[config.mk]
export PLATFORM = sky130hd
export DESIGN_NAME = regfile_dump_reader
export DESIGN_NICKNAME = d
export VERILOG_FILES = /design/src/rtl/regfile_dump_reader.sv
export SDC_FILE = /design/constraint.sdc
export NUM_CORES = 1
export LEC_CHECK = 0
export ABC_AREA = 1
export CORE_MARGIN = 3
export CORE_UTILIZATION = 42
export DETAILED_ROUTE_END_ITERATION = 6
export HOLD_SLACK_MARGIN = 0.15
export PLACE_DENSITY = 0.8
export SLEW_MARGIN = 25
export SYNTH_ARGS = -nofsm -noshare
export SYNTH_HDL_FRONTEND = slang
export SYNTH_SLANG_ARGS = --single-unit
[constraint.sdc]
create_clock -name clk -period 1.5 [get_ports clk]
set_input_delay 0.3 -clock clk [delete_from_list [all_inputs] [get_ports clk]]
set_output_delay 0.3 -clock clk [all_outputs]
set_load 0.05 [all_outputs]
[src/rtl/regfile_dump_reader.sv]
`default_nettype none
// ============================================================================
// Module      : regfile_dump_reader
// Description : Walks the register file through one read port and streams
//               {index, data} beats on a valid/ready interface.
// Revision    : 1.0 - initial release
// ============================================================================
module regfile_dump_reader #(
    parameter int NREGS   = 32,
    parameter int AW      = 5,
    parameter int DW      = 32,
    parameter int SKIP_X0 = 0
) (
    input  logic          clk,
    input  logic          rst_n,
    input  logic          i_start,
    input  logic          i_abort,
    output logic [AW-1:0] o_rf_addr,
    input  logic [DW-1:0] i_rf_rdata,
    output logic          o_out_valid,
    input  logic          i_out_ready,
    output logic [DW-1:0] o_out_data,
    output logic [AW-1:0] o_out_idx,
    output logic          o_out_last,
    output logic          o_busy,
    output logic          o_done
);

    localparam logic [1:0] c_IDLE  = 2'd0;
    localparam logic [1:0] c_FETCH = 2'd1;
    localparam logic [1:0] c_SEND  = 2'd2;
    localparam logic [1:0] c_DONE  = 2'd3;

    localparam logic [AW-1:0] c_LAST_IDX  = AW'(NREGS - 1);
    localparam logic [AW-1:0] c_FIRST_IDX = (SKIP_X0 != 0) ? AW'(1) : AW'(0);

    logic [1:0]    r_state;
    logic [1:0]    w_next;
    logic [AW-1:0] r_idx;
    logic [DW-1:0] r_out_data;
    logic [AW-1:0] r_out_idx;
    logic          r_out_last;
    logic          w_handshake;

    assign w_handshake = (r_state == c_SEND) && i_out_ready;

    always_ff @(posedge clk or negedge rst_n) begin
        if (!rst_n) begin
            r_state <= c_IDLE;
        end else begin
            r_state <= w_next;
        end
    end

    always_comb begin
        w_next = r_state;
        case (r_state)
            c_IDLE: begin
                if (i_start && !i_abort) begin
                    w_next = c_FETCH;
                end
            end
            c_FETCH: begin
                w_next = i_abort ? c_IDLE : c_SEND;
            end
            c_SEND: begin
                if (i_abort) begin
                    w_next = c_IDLE;
                end else if (w_handshake) begin
                    w_next = r_out_last ? c_DONE : c_FETCH;
                end
            end
            c_DONE: begin
                w_next = c_IDLE;
            end
            default: begin
                w_next = c_IDLE;
            end
        endcase
    end

    // Index only advances on a non-final handshake, so it never wraps.
    always_ff @(posedge clk or negedge rst_n) begin
        if (!rst_n) begin
            r_idx      <= '0;
            r_out_data <= '0;
            r_out_idx  <= '0;
            r_out_last <= 1'b0;
        end else begin
            if (r_state == c_IDLE && w_next == c_FETCH) begin
                r_idx <= c_FIRST_IDX;
            end
            if (r_state == c_FETCH && !i_abort) begin
                r_out_data <= i_rf_rdata;
                r_out_idx  <= r_idx;
                r_out_last <= (r_idx == c_LAST_IDX);
            end
            if (r_state == c_SEND && w_next == c_FETCH) begin
                r_idx <= r_idx + AW'(1);
            end
        end
    end

    always_comb begin
        o_rf_addr   = (r_state == c_FETCH) ? r_idx : '0;
        o_out_valid = (r_state == c_SEND);
        o_busy      = (r_state != c_IDLE);
        o_done      = (r_state == c_DONE);
        o_out_data  = r_out_data;
        o_out_idx   = r_out_idx;
        o_out_last  = r_out_last;
    end

endmodule
`default_nettype wire

==> impl_metrics.yaml, run 1 <==
cts:
  cts_buffer_depth: 2
  numClockSinks: 45
  path_clk_slew_ns: 0.09
  ctsRootBufferMaster: "clkbuf_8"
  clock_latency_ns: 0.30
  numCtsBuffers: 5
  htree_levels: 2
  cts_tree: "built"
flow_run:
  max_cap_viol_count: 0
synth:
  ys.flop_type: "dfrtp_1"
  synth_cells: 216
  ys_seq_area_frac: 0.584
  synth_area_per_cell_um2: 8.93
  yosysUniqueCellTypes: 17
  synth_area_um2: 1930
  synth-edff-count: 0
  yosysWarnings: 0
  ys_ff_latch: 45
  syn_nets: 255
  synthArstFlopShare: 1.00
run_status:
  violations: "negative setup slack"
  status: "finished with violations"
routing:
  wirelength_mm: 4.96
  dr.first_iter.drc_count: 95
  routedWlPerCell_um: 13.8
  ant_nets: 0
  num_vias: 1736
  drc: 0
  via_per_inst: 4.81
  dr.pass1.iters: 4
worst_setup_path:
  worstSetupPathType: "register to output port"
  crit_fanout: 6
  cp_slowest_cell: "dfrtp_1"
  r2r_cells: 7
  start_kind: "register"
  path_cells: "inv_2 -> nand2_8 -> nor2_4 -> buf_12"
  cp.required_ns: 1.20
  path_depth: 4
  critPathTopFamily: "flip-flops"
  end_kind: "output port"
  crit_buf_inv: 2
  critPathArrivalTime_ns: 1.24
  cpPeakStageDelay_ns: 0.41
die:
  initial_core_util: 0.440
  fp-row-count: 24
  io_pins: 83
  chipHeight_um: 73.8
  die_area_um2: 5440
  core_um2: 4380
  die_w_um: 73.8
power_and_ir_drop:
  p_per_area_nw_per_um2: 1510
  leakagePower_nw: 1.71
  peakVddDrop_uv: 989
final_layout:
  layout_common_cells: "116 x nand2_1, 48 x buf_12, 44 x dfrtp_1"
  fin_cells: 361
  drive_gt1_frac: 0.272
  filler_cell_count: 273
  finish.utilization: 0.794
  syn2layout_area_growth_pct: 80.5
  final_nets: 347
  design_area_um2: 3480
  layout_commonest_cell: "nand2_1"
  diodes: 0
timing:
  finalWorstSetupSlack_ns: -0.0431
  fin_setup_tns_ns: -0.193
  post-route-period-util: 1.03
  relSlewSlack: 0.695
  min_period_ns: 1.54
  hold_viol: 0
  finClkSkew_ns: 0.00981
  slew_violations: 0
  fmax_ghz: 0.648
  final-setup-viol-count: 6
  worst_pin_slew_ns: 0.458
  rsz0062_at_grt: "true"
global_routing:
  gr-total-overflow: 0
  grt_pass1_vias: 1604
  grt_start_max_net_pins: 44
  grt_antenna_before_repair: 0
  grt_pass1_wl_mm: 8.02
  grt_util_all_layers: 0.196
placement:
  dp_cells: 347
  post_dp_cell_area_um2: 3240
  dp_hpwl_mm: 3.49
  place.port_buffers: 82
  gp_congestion: 0.881
worst_hold_path:
  min_path_type: "primary input to asynchronous set/reset pin"
[synthesized netlist by cell type, types with 2 or more instances]
master,count,area (um^2)
nand2_1,116,435
dfrtp_1,45,1130
inv_1,11,41.3
nor2_1,9,33.8
nand4_1,6,37.5
o21ai_2,5,43.8
buf_6,4,45.0
nand2_2,4,25.0
nand3_1,4,20.0
buf_4,3,22.5
ha_1,2,25.0
nor2_4,2,22.5
[cells by family after synthesis]
group	share of synthesized area
and+or+nand+nor	0.314
buffers and inverters	0.0616
AOI/OAI and AO/OA	0.0227
adders and majority gates	0.0130
xor gates and xnor gates	0.00454
DFF	0.584
[state kept, by name, summed over array words and instances, names as in the netlist]
signal and flops:
o_out_data 32, o_out_idx 5, o_out_last 1, r_idx 5, r_state 2
[repair_timing]
action,4_1_cts,5_1_grt
resized for setup,12,3
buffers inserted,4,1
endpoints found under the hold margin,18,0
pin swaps,1,2
setup endpoints to repair,6,8
hold buffers,1,0
[area by class of cell]
type / count / area, um^2 / area share
Timing Repair Buffer: 92 / 1380 / 0.397
Sequential cell: 45 / 1130 / 0.324
Multi-Input combinational cell: 151 / 734 / 0.211
Clock buffer: 7 / 86.3 / 0.0248
Tap cell: 52 / 65.1 / 0.0187
Inverter: 13 / 53.8 / 0.0155
Clock inverter: 1 / 30.0 / 0.00863
[path summary, 6_finish.rpt]
| path | start | to | slack [ns] |
|---|---|---|---|
| worst max-delay path | r_state[1] | o_rf_addr[4] | -0.04 |
| worst min-delay path | rst_n | r_state[0] | 0.48 |
| worst max register to register | r_state[1] | o_out_last | 0.10 |
| worst min register to register | r_idx[4] | r_idx[4] | 0.52 |
| max in group asynchronous | rst_n | o_out_data[22] | 0.52 |
| min in group clk | r_idx[4] | r_idx[4] | 0.52 |
[routing by layer]
metal	track usage	wire [um]
met4	0.0483	68
met5	0	0
met2	0.329	2550
met3	0.0547	401
met1	0.250	1940
[report_power, final]
group,switching (mW),internal (mW)
combinational,1.32,1.21
clock,0.404,0.543
sequential,0.293,1.48
[worst register-to-register path: cells and delay by family (launching register included)]
family / cells / cell delay (ns)
AND/OR/NAND/NOR: 4 / 0.43
buffers and inverters: 3 / 0.51
flip-flops: 1 / 0.41
[metrics by stage]
stage	setup WS, ns	hold slack, ns	total power, mW
2_1_floorplan	-0.0400	0.00441	2.85
4_1_cts	-0.0300	0.491	5.28
3_3_place_gp	-0.0585	0.267	4.26
6_report	-0.0431	0.476	5.25
3_5_place_dp	-0.106	0.272	4.31
5_1_grt	-0.104	0.531	5.47
(Power assumes the default switching activity.)
==> run 2, diff against run 1 <==
--- a/config.mk
+++ b/config.mk
@@ -6,11 +6,14 @@
 export NUM_CORES = 1
 export LEC_CHECK = 0
 export ABC_AREA = 1
+export CELL_PAD_IN_SITES_DETAIL_PLACEMENT = 0
+export CELL_PAD_IN_SITES_GLOBAL_PLACEMENT = 1
 export CORE_MARGIN = 3
-export CORE_UTILIZATION = 42
+export CORE_UTILIZATION = 30
+export CTS_CLUSTER_SIZE = 10
 export DETAILED_ROUTE_END_ITERATION = 6
 export HOLD_SLACK_MARGIN = 0.15
-export PLACE_DENSITY = 0.8
+export PLACE_DENSITY_LB_ADDON = 0.1
 export SLEW_MARGIN = 25
 export SYNTH_ARGS = -nofsm -noshare
 export SYNTH_HDL_FRONTEND = slang
==> run 2 against run 1 <==
Against the previous run: critical path depth did not move; the run still ends with negative setup slack left; clock power shrank 21%; combinational power barely moved; largest power group unchanged; die area rose by 36%; final area decreased by 0.29%.
==> impl_metrics.yaml, run 2 (synthesis results as in run 1) <==
final_layout:
  largest_reg_flops: 32
  finish.utilization: 0.572
  layout_commonest_cell: "nand2_1"
  design_area_um2: 3470
  filler_cell_count: 551
  syn2layout_area_growth_pct: 79.9
  final_nets: 348
  diodes: 0
  drive_gt1_frac: 0.281
  layout_common_cells: "116 x nand2_1, 47 x buf_12, 44 x dfrtp_1"
worst_setup_path:
  crit_fanout: 6
  r2r_slack_ns: 0.10
  critPathTopFamily: "flip-flops"
  start_kind: "register"
  cp.required_ns: 1.20
  worstSetupPathType: "register to output port"
  timing.rr.start: "r_state[0]"
  path_cells: "inv_2 -> nand2_8 -> nor2_4 -> buf_12"
  crit_buf_inv: 2
  end_kind: "output port"
  r2r-end: "o_out_idx[4]"
  cpPeakStageDelay_ns: 0.40
  r2r_cells: 6
  critPathArrivalTime_ns: 1.20
  cp_slowest_cell: "dfrtp_1"
worst_hold_path:
  min_path_type: "primary input to asynchronous set/reset pin"
die:
  chipHeight_um: 86.2
  io_pins: 83
  die_w_um: 86.2
  core_um2: 6060
  die_area_um2: 7430
  initial_core_util: 0.318
  fp-row-count: 28
placement:
  gp_congestion: 0.768
  post_dp_cell_area_um2: 3280
  dp_hpwl_mm: 3.58
  place.port_buffers: 82
cts:
  clock_latency_ns: 0.30
  path_clk_slew_ns: 0.09
  cts_buffer_depth: 2
  htree_levels: 2
  numCtsBuffers: 5
  numClockSinks: 45
  cts_tree: "built"
  ctsRootBufferMaster: "clkbuf_8"
flow_run:
  max_cap_viol_count: 0
power_and_ir_drop:
  peakVddDrop_uv: 879
  p_per_area_nw_per_um2: 1450
  leakagePower_nw: 1.69
global_routing:
  grt_util_all_layers: 0.141
  grt_start_max_net_pins: 44
  grt_antenna_before_repair: 0
  gr-total-overflow: 0
  grt_pass1_wl_mm: 8.26
  grt_pass1_vias: 1678
timing:
  slew_violations: 0
  hold_viol: 0
  rsz0062_at_grt: "true"
  finalWorstSetupSlack_ns: -0.00280
  min_period_ns: 1.50
  fmax_ghz: 0.665
  fin_setup_tns_ns: -0.00280
  worst_pin_slew_ns: 0.452
  finClkSkew_ns: 0.0118
  relSlewSlack: 0.699
  post-route-period-util: 1.00
  final-setup-viol-count: 1
run_status:
  violations: "negative setup slack"
  status: "finished with violations"
routing:
  drc: 0
  wirelength_mm: 4.92
  ant_nets: 0
  via_per_inst: 4.30
  routedWlPerCell_um: 12.8
  dr.first_iter.drc_count: 48
  dr.pass1.iters: 4
  num_vias: 1655
-- run 2: layer usage --
metal / wire (um) / GRT usage
met1: 2250 / 0.190
met2: 2340 / 0.225
met3: 281 / 0.0399
met4: 46 / 0.0382
met5: 0 / 0
-- run 2: final cells by class --
| class | instances | area, um^2 | share of cell area |
|---|---|---|---|
| multi-input cells | 151 | 732 | 0.211 |
| flip-flops and latches | 45 | 1130 | 0.325 |
| inverters | 13 | 51.3 | 0.0148 |
| clock buffers | 6 | 72.6 | 0.0209 |
| repair buffers | 93 | 1380 | 0.397 |
| clock inverters | 2 | 15.0 | 0.00433 |
| well taps | 75 | 93.8 | 0.0270 |
-- run 2: power breakdown --
part	internal (mW)	switching, mW	total [mW]
combinational	1.21	1.31	2.52
clock	0.329	0.424	0.753
sequential	1.48	0.294	1.77
-- run 2: per-stage QoR --
| stage | hold slack [ns] | instances | setup slack, ns | power [mW] |
|---|---|---|---|---|
| after floorplan | 0.00441 | 216 | -0.0400 | 2.85 |
| after global routing | 0.489 | 385 | -0.0518 | 5.26 |
| after detailed placement | 0.259 | 373 | -0.113 | 4.31 |
| after CTS | 0.451 | 384 | -0.0202 | 5.11 |
| final | 0.455 | 385 | -0.00280 | 5.04 |
| after global placement | 0.259 | 373 | -0.0914 | 4.29 |
-- run 2: worst max path at each step --
stage,cells after the start,to,start
after floorplan,3,o_rf_addr[0],r_state[1]
after global placement,6,o_out_idx[4],i_abort
after detailed placement,6,o_out_idx[4],i_abort
after CTS,3,o_rf_addr[4],r_state[0]
after global routing,3,o_rf_addr[4],r_state[0]
final,4,o_rf_addr[4],r_state[1]
-- run 2: what timing repair did --
item | 4_1_cts | 5_1_grt
endpoints found under the hold margin | 17 | 0
gates resized for setup | 13 | 2
buffers inserted | 2 | 1
endpoints found under the setup margin | 5 | 7
pin swaps | 0 | 2
hold buffers | 1 | 0
